$ cat src/rtl/display_scanner.sv
// Binary-to-BCD converter (sequential double-dabble) feeding a 4-digit multiplexed display scanner.
// Optional feature: define DISPLAY_LZB_EN to blank leading zeros on digits 3..1.
module display_scanner #(
  parameter int CLK_HZ     = 100_000_000,
  parameter int REFRESH_HZ = 1000
) (
  input  logic        clk,
  input  logic        rst,
  input  logic [13:0] value_i,
  input  logic        load_i,
  output logic        busy_o,
  output logic        overflow_o,
  output logic [3:0]  digit_sel_o,
  output logic [6:0]  seg_o,
  output logic [1:0]  state_o
);

  localparam int DWELL = CLK_HZ / REFRESH_HZ;
  localparam int PW    = $clog2(DWELL);
  localparam logic [PW-1:0] LAST = PW'(DWELL - 1);
  localparam logic [6:0] BLANK = 7'b1111111;

  typedef enum logic [1:0] {
    S_IDLE    = 2'd0,
    S_CONVERT = 2'd1,
    S_COMMIT  = 2'd2
  } state_t;

  state_t        r_state;
  logic [13:0]   r_bin;
  logic [15:0]   r_bcd;
  logic [3:0]    r_cnt;
  logic          r_pend_ovf;
  logic [15:0]   r_disp;
  logic          r_busy;
  logic          r_ovf;
  logic [PW-1:0] r_presc;
  logic [3:0]    r_sel;
  logic [6:0]    r_seg;

  logic [15:0]   w_adj;
  logic          w_rot;
  logic          w_commit;
  logic [3:0]    w_sel_next;
  logic [15:0]   w_src;

  function automatic logic [6:0] f_decode(input logic [3:0] n);
    case (n)
      4'd0:    f_decode = 7'b1000000;
      4'd1:    f_decode = 7'b1111001;
      4'd2:    f_decode = 7'b0100100;
      4'd3:    f_decode = 7'b0110000;
      4'd4:    f_decode = 7'b0011001;
      4'd5:    f_decode = 7'b0010010;
      4'd6:    f_decode = 7'b0000010;
      4'd7:    f_decode = 7'b1111000;
      4'd8:    f_decode = 7'b0000000;
      4'd9:    f_decode = 7'b0010000;
      default: f_decode = BLANK;
    endcase
  endfunction

  function automatic logic [1:0] f_idx(input logic [3:0] sel);
    case (sel)
      4'b0010: f_idx = 2'd1;
      4'b0100: f_idx = 2'd2;
      4'b1000: f_idx = 2'd3;
      default: f_idx = 2'd0;
    endcase
  endfunction

  // Pattern for digit idx of a BCD word; with blanking, a digit above the
  // ones place is dark when it and every higher nibble are zero.
  function automatic logic [6:0] f_pattern(input logic [15:0] bcd, input logic [1:0] idx);
    logic [15:0] shifted;
    shifted   = bcd >> {idx, 2'b00};
    f_pattern = f_decode(shifted[3:0]);
`ifdef DISPLAY_LZB_EN
    if (idx != 2'd0 && shifted == 16'd0) f_pattern = BLANK;
`endif
  endfunction

  always_comb begin
    w_adj = r_bcd;
    for (int i = 0; i < 4; i++) begin
      if (r_bcd[i*4 +: 4] >= 4'd5) w_adj[i*4 +: 4] = r_bcd[i*4 +: 4] + 4'd3;
    end
  end

  assign w_rot      = (r_presc == LAST);
  assign w_commit   = (r_state == S_COMMIT);
  assign w_sel_next = w_rot ? {r_sel[2:0], r_sel[3]} : r_sel;
  // On a commit edge the new value is still in r_bcd, not yet in r_disp.
  assign w_src      = w_commit ? r_bcd : r_disp;

  always_ff @(posedge clk) begin
    if (rst) begin
      r_state    <= S_IDLE;
      r_bin      <= '0;
      r_bcd      <= '0;
      r_cnt      <= '0;
      r_pend_ovf <= 1'b0;
      r_disp     <= '0;
      r_busy     <= 1'b0;
      r_ovf      <= 1'b0;
    end else begin
      case (r_state)
        S_IDLE: begin
          if (load_i) begin
            if (value_i > 14'd9999) begin
              r_bin      <= 14'd9999;
              r_pend_ovf <= 1'b1;
            end else begin
              r_bin      <= value_i;
              r_pend_ovf <= 1'b0;
            end
            r_bcd   <= '0;
            r_cnt   <= '0;
            r_busy  <= 1'b1;
            r_state <= S_CONVERT;
          end
        end
        S_CONVERT: begin
          r_bcd <= {w_adj[14:0], r_bin[13]};
          r_bin <= {r_bin[12:0], 1'b0};
          r_cnt <= r_cnt + 4'd1;
          if (r_cnt == 4'd13) r_state <= S_COMMIT;
        end
        S_COMMIT: begin
          r_disp  <= r_bcd;
          r_ovf   <= r_pend_ovf;
          r_busy  <= 1'b0;
          r_state <= S_IDLE;
        end
        default: r_state <= S_IDLE;
      endcase
    end
  end

  always_ff @(posedge clk) begin
    if (rst) begin
      r_presc <= '0;
      r_sel   <= 4'b0001;
      r_seg   <= BLANK;
    end else begin
      r_presc <= w_rot ? '0 : r_presc + PW'(1);
      r_sel   <= w_sel_next;
      if (w_rot || w_commit) r_seg <= f_pattern(w_src, f_idx(w_sel_next));
    end
  end

  assign busy_o      = r_busy;
  assign overflow_o  = r_ovf;
  assign digit_sel_o = r_sel;
  assign seg_o       = r_seg;
  assign state_o     = r_state;

endmodule

$ cat config.mk
export PLATFORM = sky130hd
export DESIGN_NAME = display_scanner
export DESIGN_NICKNAME = d
export VERILOG_FILES = /design/src/rtl/display_scanner.sv
export SDC_FILE = /design/constraint.sdc
export NUM_CORES = 1
export LEC_CHECK = 0
export ABC_AREA = 0
export BUFFER_PORTS_ARGS = -buffer_cell sky130_fd_sc_hd__buf_2
export CAP_MARGIN = 20
export CORE_MARGIN = 10
export CORE_UTILIZATION = 65
export CTS_CLUSTER_SIZE = 16
export DETAILED_ROUTE_END_ITERATION = 8
export MAX_ROUTING_LAYER = met4
export PLACE_DENSITY = 0.85
export SYNTH_ARGS = -nofsm -noshare
export SYNTH_HDL_FRONTEND = slang
export SYNTH_SLANG_ARGS = --single-unit
$ cat constraint.sdc
create_clock -name clk -period 4.9 [get_ports clk]
set_input_delay 0.245 -clock clk [delete_from_list [all_inputs] [get_ports clk]]
set_output_delay 0.245 -clock clk [all_outputs]
set_load 0.01 [all_outputs]
==> results of run 1 <==
-- layer usage --
| layer | GRT usage [%] | vias up | routed length, microns |
|---|---|---|---|
| li1 | - | 1822 | - |
| met1 | 22.1 | 1718 | 3980 |
| met2 | 31.3 | 70 | 4640 |
| met3 | 4.94 | 16 | 354 |
| met4 | 6.20 | 0 | 170 |
| met5 | - | - | 0 |
-- placed cells by master (no fill, tap or decap), types with 8 or more instances in the layout --
cell type,instances
nor3_1,8
a22oi_1,9
nand2b_1,15
o21ai_0,13
inv_1,15
ha_1,16
buf_2,31
nand2_1,26
xor2_1,15
xnor2_1,8
clkbuf_8,11
dfxtp_1,83
a21oi_1,30
nor2_1,100
nor4_1,9
nand4_1,10
mux2i_1,9
nand3_1,22
-- per-stage QoR --
stage	utilization (%)	total power, mW	setup slack [ns]	std cells	instance area [sq um]
2_1_floorplan	-	0.767	2.07	502	4220
3_3_place_gp	68.8	0.788	1.63	583	4340
3_5_place_dp	68.8	0.791	1.52	583	4340
4_1_cts	72.2	1.30	1.48	599	4560
5_1_grt	72.5	1.34	1.05	600	4580
6_report	72.5	1.29	1.48	600	4580
-- cells by family after synthesis --
kind of cell	count (synthesis)	synth area share, %
adder cells (fa/ha/maj)	16	4.74
buffers and inverters	45	4.89
AND/OR/NAND/NOR	227	27.0
multiplexers	12	3.02
XOR/XNOR	23	4.77
flip-flops	83	39.4
AO/OA/AOI/OAI	96	16.2
-- worst max-delay path, stage by stage (launching register included) --
cell and delay, ns:
dfxtp_1 0.41, nand2b_1 0.68, buf_4 0.33, mux2i_1 0.13, nor3b_1 0.16, a211oi_1 0.21, a21oi_1 0.09, a221oi_1 0.41
inv_1 0.16, ha_1 0.32, nand2b_1 0.14, a311oi_1 0.27
-- power by group through the flow --
stage	clock [mW]	sequential, mW	combinational, mW
after detailed placement	0	0.717	0.0740
after global placement	0	0.716	0.0725
after CTS	0.523	0.701	0.0742
after global routing	0.546	0.703	0.0868
final	0.516	0.702	0.0760
after floorplan	0	0.715	0.0521
-- final cells by class --
cell class / count / area, sq um / share of cell area, %
multi-input cells: 374 / 2350 / 51.4
clock buffers: 11 / 151 / 3.31
inverters: 15 / 56.3 / 1.23
clock inverters: 5 / 61.3 / 1.34
flip-flops and latches: 83 / 1660 / 36.3
repair buffers: 35 / 198 / 4.32
well taps: 77 / 96.3 / 2.10
-- sequential cells by signal, indices dropped and copies added, names as in the netlist --
signal and flops:
r_pend_ovf 1, state_o 2, digit_sel_o 4, overflow_o 1
r_cnt 4, r_bcd 16, r_bin 14, seg_o 7
r_disp 16, r_presc 17, busy_o 1
-- final timing paths --
path	to	slack (ns)	cells after the start
setup / recovery	seg_o[3]	1.48	11
hold / removal	r_bin[2]	0.15	3
setup reg to reg	seg_o[3]	1.48	11
hold reg to reg	r_presc[0]	0.45	1
==> impl_metrics.ini, run 1 <==
[outcome]
outcome = complete, no violations

[floorplan]
die_w_microns = 101
die_y_microns = 101
top_level_ports = 32
start_util_pct = 66.8
rows = 29
dieArea_sq_um = 10100
core_sq_um = 6310

[cts]
cts_htree_levels = 3
max-clock-path-buffers = 2
cts-root-buf = clkbuf_8
cts.clk_slew.worst_paths_ns = 0.09
cts_tree = built
post-cts-setup-buffer-count = 0
cts_buffers = 9
hold_buffers = 0
cts_resized = 0
cts.sinks = 83
insertion_delay_ns = 0.37

[timing]
finalHoldViolCount = 0
rsz0062_at_grt = no
max_slew_margin_pct = 44.2
finalCritPeriodShare_pct = 69.8
period_needed_ns = 3.42
finalSetupTns_ns = 0
fmax_ghz = 0.292
finalMaxSlewViolations = 0
worst_pin_slew_ns = 0.837
holdWs_ns = 0.149
fin_worst_skew_ns = 0.0129
setup_viol = 0

[synth]
synth_cell_types = 61
postSynthCellCount = 502
ys_warn_count = 0
synth_flop_cell = dfxtp_1
synth_nets = 535
async_flop_share_pct = 0
synth_seq_cells = 83
synth_edf_count = 0
yosysTopAreaCell = dfxtp_1
netlist.area_leader.share_pct = 39.4
synth.most_common_cell = nor2_1
yosys-top-cells-area = dfxtp_1 (39%), nor2_1 (8.9%), ha_1 (4.7%), a21oi_1 (3.6%), xor2_1 (3.1%)
yosysSeqAreaShare_pct = 39.4
syn_area_sq_um = 4220
synthTopCellsByCount = nor2_1 (100), dfxtp_1 (83), a21oi_1 (30), nand2_1 (26), nand3_1 (22)
syn_avg_cell_area_sq_um = 8.41

[cells_and_area]
synthToLayoutAreaGrowth_pct = 8.45
antennaDiodeCount = 0
fillCellCount = 507
layout-drive-gt1-share_pct = 12.6
final_nets = 551

[placed_design]
gp_congestion = 0.885
dp_hpwl_mm = 6.26
io_buffers = 31

[power_and_ir_drop]
ir_worst_vdd_v = 0.000264
p_int_uw = 982
power_leakage_nw = 1.83
combinationalPowerShare_pct = 5.9
switching_share_pct = 24.1
clock_power_share_pct = 39.9
power_frac_seq_pct = 54.2
powerDensity_nw_per_um2 = 283
p_switching_uw = 312

[setup_path]
crit_type = register to register
cp.arrival_ns = 3.69
worstSetupStartpoint = state_o[0]
r2r-start = state_o[0]
start_kind = register
path_max_fanout = 20
endpoint_kind = register
crit_required_ns = 5.17

[global_route]
grt_pass1_vias = 3408
antenna_found_initial = 0
grt_use_total_pct = 19.0
grt_first_pass_wirelength_mm = 15.7
grt_overflow = 0
grt_max_degree = 65

[drt]
routedWlPerCell_microns = 15.2
vias_per_cell = 6.04
antenna_left = 0
via_count = 3626
drc = 0
wl_mm = 9.14
drt-initial-drc-count = 248
detail_route.first_pass.iterations = 5

[worst_hold_path]
hold_start = value_i[2]
min_path_type = input pin to register

[run]
cap_violations = 0
Note: power is estimated with default switching activity, not from simulation.
==> inputs of run 2 (changes only) <==
--- a/config.mk
+++ b/config.mk
@@ -9,11 +9,11 @@
 export BUFFER_PORTS_ARGS = -buffer_cell sky130_fd_sc_hd__buf_2
 export CAP_MARGIN = 20
 export CORE_MARGIN = 10
-export CORE_UTILIZATION = 65
+export CORE_UTILIZATION = 54
 export CTS_CLUSTER_SIZE = 16
 export DETAILED_ROUTE_END_ITERATION = 8
 export MAX_ROUTING_LAYER = met4
-export PLACE_DENSITY = 0.85
+export PLACE_DENSITY = 0.76
 export SYNTH_ARGS = -nofsm -noshare
 export SYNTH_HDL_FRONTEND = slang
 export SYNTH_SLANG_ARGS = --single-unit
==> constraint.sdc (replaced) <==
create_clock -name clk -period 3.1 [get_ports clk]
set_input_delay 0.155 -clock clk [delete_from_list [all_inputs] [get_ports clk]]
set_output_delay 0.155 -clock clk [all_outputs]
set_load 0.01 [all_outputs]
==> run 2 against run 1 <==
  * Count of clock-buffer cells in the layout is 1 lower
  * Sequential power is 58% higher
  * Largest power group unchanged
  * Clock skew is 0.0016 ns lower
  * Sequential share of layout area is 0.94 points lower
  * Combinational power is 58% higher
  * Critical endpoint unchanged
==> impl_metrics.ini, run 2 (synthesis results as in run 1) <==
[outcome]
outcome = complete, no violations

[cells_and_area]
final_nets = 564
final_cells = 638
largest_reg_flops = 17
antennaDiodeCount = 0
regMostFlops = r_presc
top_regs = r_presc (17), r_bcd (16), r_disp (16)
final_common_cell = nor2_1
layout-drive-gt1-share_pct = 14.9
layout_common_cells = nor2_1 (100), dfxtp_1 (83), buf_2 (31)
synthToLayoutAreaGrowth_pct = 11.3

[drt]
drt-initial-drc-count = 170
drc = 0
routedWlPerCell_microns = 14.0
vias_per_cell = 5.74
antenna_left = 0
via_count = 3662
wl_mm = 8.95
detail_route.first_pass.iterations = 5

[global_route]
grt_overflow = 0
grt_pass1_vias = 3415
grt_use_total_pct = 16.3
grt_first_pass_wirelength_mm = 15.6
antenna_found_initial = 0
grt_max_degree = 42

[timing]
period_needed_ns = 2.84
finalCritPeriodShare_pct = 91.5
finalMaxSlewViolations = 0
fmax_ghz = 0.353
worst_pin_slew_ns = 0.605
max_slew_margin_pct = 59.7
fin_ws_ns = 0.264
setup_viol = 0
finalHoldViolCount = 0
fin_worst_skew_ns = 0.0114

[setup_path]
critical_path.max_stage_delay_ns = 0.36
start_kind = register
path_max_fanout = 9
worstRegToRegCells = 12
worst_path_max_delay_cell = dfxtp_1
r2r_setup_slack_ns = 0.26
cp.arrival_ns = 3.11
r2r-start = r_presc[0]
rr_endpoint = seg_o[3]
endpoint_kind = register
crit_required_ns = 3.38
crit_chain = ha_1 > and4_2 > nand4_1 > buf_4 > buf_4 > nand3_1 > nand4_1 > a221oi_2 > inv_1 > ha_1 > nand2b_1 > a311oi_1
crit_type = register to register
worstSetupStartpoint = r_presc[0]

[power_and_ir_drop]
ir_worst_vdd_v = 0.000280
powerDensity_nw_per_um2 = 428
power_leakage_nw = 1.89

[cts]
cts_buffers = 9
cts_htree_levels = 3
cts.clk_slew.worst_paths_ns = 0.09
cts-root-buf = clkbuf_8
insertion_delay_ns = 0.37
max-clock-path-buffers = 2
cts.sinks = 83
cts_tree = built
hold_buffers = 0

[placed_design]
dp_hpwl_mm = 6.33
dp.cells = 621
post-place-ws_ns = 0.136
gp_congestion = 0.903
io_buffers = 31

[worst_hold_path]
hold_path_depth = 3
hold_start = value_i[5]
holdPathEnd = r_bin[5]
min_path_type = input pin to register

[run]
cap_violations = 0

[floorplan]
die_w_microns = 108
top_level_ports = 32
die_y_microns = 108
dieArea_sq_um = 11800
core_sq_um = 7650
start_util_pct = 55.2
rows = 32
==> run 2: worst max-delay path by stage <==
stage | endpoint
final | seg_o[3]
after CTS | seg_o[2]
after global routing | seg_o[3]
after global placement | seg_o[5]
after floorplan | seg_o[3]
after detailed placement | seg_o[2]
==> run 2: stage by stage <==
step | TNS [ns] | area (sq um) | util [%] | hold slack, ns | total power, mW
finish | 0 | 4700 | 61.4 | 0.0570 | 2.01
global route | -0.00890 | 4700 | 61.4 | 0.0547 | 2.09
CTS | 0 | 4680 | 61.2 | 0.0549 | 2.02
detailed placement | 0 | 4490 | 58.7 | 0.432 | 1.25
global placement | 0 | 4490 | 58.7 | 0.418 | 1.25
floorplan | 0 | 4220 | - | 0.305 | 1.21
==> run 2: routing by layer <==
metal	up-vias	wire (microns)	track usage (%)
li1	1847	-	-
met1	1735	4160	20.0
met2	64	4300	26.3
met3	16	341	3.15
met4	0	146	5.56
met5	-	0	-
==> run 2: repair_timing <==
item                                    CTS  global route
gates resized for setup                   0             4
setup buffers                             0             1
endpoints found under the setup margin    0             5
==> run 2: final cells by class <==
type | instances | area, sq um
sequential | 83 | 1660
tap | 102 | 128
inverter | 15 | 56.3
multi-input combinational | 374 | 2360
timing repair buffer | 48 | 295
fill | 712 | 2950
clock buffer | 10 | 128
clock inverter | 6 | 65.1
==> run 2: report_power, final <==
part	leakage, nW	internal, mW	switching (mW)	total [mW]
Clock	0.0966	0.374	0.408	0.782
Sequential	0.673	1.09	0.0170	1.11
Combinational	1.12	0.0443	0.0755	0.120
==> run 2: critical path: cells and delay by family, from the launching register on <==
family | cells | cell delay [ns]
adder cells (fa/ha/maj) | 2 | 0.53
buffers and inverters | 3 | 0.49
AO/OA/AOI/OAI | 2 | 0.57
AND/OR/NAND/NOR | 5 | 0.81
flip-flops | 1 | 0.36
